$ cat src/rtl/regfile_mp.sv
// Multi-read-port integer register file with post-reset clear sweep.
// Registered reads, optional hardwired x0 and write-to-read bypass.
module regfile_mp #(
  parameter int XLEN     = 32,
  parameter int NREGS    = 32,
  parameter int NRD      = 2,
  parameter int ZERO_REG = 1,
  parameter int BYPASS   = 1,
  parameter int AW       = $clog2(NREGS)
) (
  input  logic                  clk,
  input  logic                  rst,
  input  logic [NRD-1:0]        rd_en,
  input  logic [NRD*AW-1:0]     rd_addr,
  output logic [NRD*XLEN-1:0]   rd_data,
  input  logic                  wr_en,
  input  logic [AW-1:0]         wr_addr,
  input  logic [XLEN-1:0]       wr_data,
  output logic                  ready
);

  typedef enum logic {
    CLEAR,
    READY
  } state_t;

  localparam logic [AW:0]   NREGS_W = (AW+1)'(NREGS);
  localparam logic [AW-1:0] LAST    = AW'(NREGS - 1);

  state_t          state;
  state_t          state_nxt;
  logic [AW-1:0]   clr_ptr;
  logic [AW-1:0]   clr_ptr_nxt;
  logic [XLEN-1:0] regs [NREGS];
  logic            wr_ok;
  logic [AW-1:0]   rd_a   [NRD];
  logic [XLEN-1:0] rd_val [NRD];

  // Addresses past NREGS and (optionally) x0 never hold state.
  function automatic logic live(input logic [AW-1:0] a);
    logic zero;
    zero = (ZERO_REG != 0) && (a == '0);
    return ({1'b0, a} < NREGS_W) && !zero;
  endfunction

  always_ff @(posedge clk) begin
    if (rst) begin
      state   <= CLEAR;
      clr_ptr <= '0;
    end else begin
      state   <= state_nxt;
      clr_ptr <= clr_ptr_nxt;
    end
  end

  always_comb begin
    state_nxt   = state;
    clr_ptr_nxt = clr_ptr;
    unique case (state)
      CLEAR: begin
        clr_ptr_nxt = clr_ptr + 1'b1;
        if (clr_ptr == LAST) begin
          state_nxt   = READY;
          clr_ptr_nxt = '0;
        end
      end
      READY: begin
        state_nxt = READY;
      end
      default: begin
        state_nxt = CLEAR;
      end
    endcase
  end

  assign ready = (state == READY);
  assign wr_ok = ready && wr_en && live(wr_addr);

  always_ff @(posedge clk) begin
    if (!rst) begin
      if (state == CLEAR) begin
        regs[clr_ptr] <= '0;
      end else if (wr_ok) begin
        regs[wr_addr] <= wr_data;
      end
    end
  end

  // Dead addresses win over bypass; bypass wins over the array.
  always_comb begin
    for (int i = 0; i < NRD; i++) begin
      rd_a[i]   = rd_addr[i*AW +: AW];
      rd_val[i] = regs[rd_a[i]];
      if ((BYPASS != 0) && wr_ok && (wr_addr == rd_a[i])) begin
        rd_val[i] = wr_data;
      end
      if (!live(rd_a[i])) begin
        rd_val[i] = '0;
      end
    end
  end

  always_ff @(posedge clk) begin
    if (rst) begin
      rd_data <= '0;
    end else if (ready) begin
      for (int i = 0; i < NRD; i++) begin
        if (rd_en[i]) begin
          rd_data[i*XLEN +: XLEN] <= rd_val[i];
        end
      end
    end
  end

endmodule

$ cat config.mk
export PLATFORM = sky130hd
export DESIGN_NAME = regfile_mp
export DESIGN_NICKNAME = d
export VERILOG_FILES = /design/src/rtl/regfile_mp.sv
export SDC_FILE = /design/constraint.sdc
export NUM_CORES = 1
export LEC_CHECK = 0
export ABC_AREA = 1
export CAP_MARGIN = 0
export CORE_MARGIN = 10
export CORE_UTILIZATION = 30
export CTS_BUF_LIST = sky130_fd_sc_hd__clkbuf_16
export CTS_CLUSTER_SIZE = 28
export DETAILED_ROUTE_END_ITERATION = 7
export MAX_ROUTING_LAYER = met4
export PLACE_DENSITY = 0.46
export SLEW_MARGIN = 20
export SYNTH_ARGS = -nofsm -noshare
export SYNTH_HDL_FRONTEND = slang
export SYNTH_SLANG_ARGS = --single-unit
$ cat constraint.sdc
create_clock -name clk -period 4.3 [get_ports clk]
set_clock_uncertainty 0.05 [all_clocks]
set_input_delay 0.86 -clock clk [delete_from_list [all_inputs] [get_ports clk]]
set_output_delay 0.86 -clock clk [all_outputs]
set_load 0.03 [all_outputs]
==> results.cfg <==
[status]
outcome = finished clean

[die]
core_area_um2 = 189800
fp.dieW_um = 456.6
initial_utilization = 0.3014
die_h_um = 456.6
die_area_um2 = 208500
ios = 117
rows = 160

[critical_path]
crit_start = ready$_SDFF_PP0_
cp_data_arrival_time_ns = 2.02
critPathRequiredTime_ns = 3.39
reg2reg_from = ready$_SDFF_PP0_
crit_type = flop to output port
critPathCaptureType = output port
startpoint_type = flop
cp_max_fo = 13

[routing]
vias_per_cell = 5.097
drtAntennaViolNets = 0
vias = 48368
route.detailed.drc = 0
drt_first_pass_iters = 6
drt-initial-drc-count = 4760
wl_per_cell_um = 23.61
finalWirelength_um = 224000

[clock_tree]
post_cts_buffers = 0
clk_latency_ns = 0.77
ctsHoldBuffers = 0
clock-sinks = 1094
clockBufferDepth = 3
htree_levels = 4
cts_resized = 0
cts_tree = done
cts_buffers = 130
clk_pin_slew_ns = 0.06
clockRootBuffer = clkbuf_16

[grt]
gr-total-overflow = 0
track_usage = 0.2140
antenna_found_initial = 3
grt_pass1_vias = 46553
grt_pass1_wl_um = 325300
grt_max_degree = 132

[flow_run]
maxCapViolations = 0

[power]
p_per_area_nw_per_um2 = 369.0
p_leak_nw = 27.60
ir_worst_vdd_uv = 330.8

[synthesis]
synth.mux.area_fraction = 0
synth_top_family_by_area = simple AND/OR/NAND/NOR gates
synth_adder_area_share = 0.0004375
synth_most_common_cell = nand2_1
synth_cell_type_count = 36
syn_area_per_cell_um2 = 8.306
yosys_register_bits = 1094
synthXorXnorAreaFrac = 0.001225
synth.area.top_cells = edfxtp_1 (54%), nand2_1 (16%), nand3_1 (9.8%)
synth-compound-area-share = 0.06324
synth_edf_count = 1024
syn_inst = 6886
yosys.area_share.simple = 0.2857
synth_warnings = 0
synth_area_um2 = 57200
seq_area_frac_synth = 0.5621
syn_nets = 6940
yosys.area.top_type = edfxtp_1
ys_async_sr_fraction = 0
yosys-top-cells-count = nand2_1 (2446), nand3_1 (1120), edfxtp_1 (1024), inv_1 (711), a21oi_1 (320)
yosysTopAreaCellShare = 0.5376
synth_top_flop_cell = edfxtp_1

[sta]
finalCritPeriodShare = 0.6815
post-route-min-period_ns = 2.930
fmax_mhz = 341.3
slew_headroom = 0.3549
finalSetupViolations = 0
rsz0062_at_grt = false
worst_pin_slew_ns = 0.9676
hold_viol_final = 0
hold_slack_ns = 0.4142
fin_ws_ns = 1.370
finalMaxSlewViolations = 0
setup_tns_ns = 0

[cells_and_area]
nets = 6937
stdcell_area_um2 = 65950
syn2layout_area_growth_pct = 15.30
fillers = 19470
fin_util = 0.3475
drive_above_1_share = 0.07481

[placed_design]
numPortBuffers = 116
hpwl_um = 136200
placed_area_um2 = 62060
routabilityCongestion = 0.8654
dp_slack_ns = 0.6007

[worst_hold_path]
hp-class = flop to flop
hp-start = rd_data[26]$_SDFFE_PP0P_
==> logic make-up (layout without fill, tap and decap cells) <==
group | count (synthesis) | count (layout)
compound gates | 643 | 643
other cells | 0 | 1
flops | 1094 | 1094
xor+xnor | 8 | 8
buf+inv | 1206 | 1298
simple gates | 3933 | 3933
fa+ha+maj | 2 | 2
==> cells in the final DEF (no fill, tap or decap), types with 136 or more instances in the layout <==
cell type  Yosys  layout
a21oi_1      320     319
buf_4         41     154
clkbuf_16      0     136
edfxtp_1    1024    1024
inv_1        711     741
nand2_1     2446    2444
nand3_1     1120    1120
nor2_1       315     251
o211ai_1     152     152
o21ai_0      165     165
==> path summary, 6_finish.rpt <==
kind / end / slack [ns] / depth (start not counted)
max: ready / 1.37 / 2
min: rd_data[26]$_SDFFE_PP0P_ / 0.41 / 2
max reg2reg: regs[29][29]$_DFFE_PP_ / 1.80 / 11
min reg2reg: rd_data[26]$_SDFFE_PP0P_ / 0.41 / 2
==> layer usage <==
| metal | global-route usage | wire length (um) |
|---|---|---|
| met4 | 0.09920 | 11400 |
| met1 | 0.2773 | 96780 |
| met3 | 0.02709 | 13420 |
| met5 | - | 0 |
| met2 | 0.3329 | 102400 |
==> through the flow <==
step                      power (mW)  instances
after global placement         14.17       9262
final                          24.33       9490
after CTS                      24.55       9489
after global routing           25.15       9489
after detailed placement       14.18       9262
after floorplan                13.16       6886
==> critical path, stage by stage (launching register included) <==
cell and delay (ns):
dfxtp_1 0.33, buf_4 0.20, clkdlybuf4s50_1 0.72
==> flip-flops by register name, summed over array words and instances, names as in the netlist <==
signal / cells
regs: 1024
rd_data: 64
ready: 1
clr_ptr: 5
==> power breakdown <==
| group | internal, mW | switching, mW | leakage (nW) |
|---|---|---|---|
| registers | 11.5 | 0.0291 | 8.53 |
| clock network | 5.85 | 4.52 | 2.04 |
| logic | 0.637 | 1.75 | 17.0 |
==> cell type report <==
type	count	area [um^2]	share of cell area
multi-input combinational	4586	20400	0.3094
clock buffer	136	3403	0.05161
antenna	1	2.502	0.00003795
tap	2511	3142	0.04764
inverter	741	2823	0.04280
timing repair buffer	330	3546	0.05377
sequential	1094	32150	0.4875
clock inverter	91	476.7	0.007229
No activity file was read; power rests on OpenSTA's default activity.
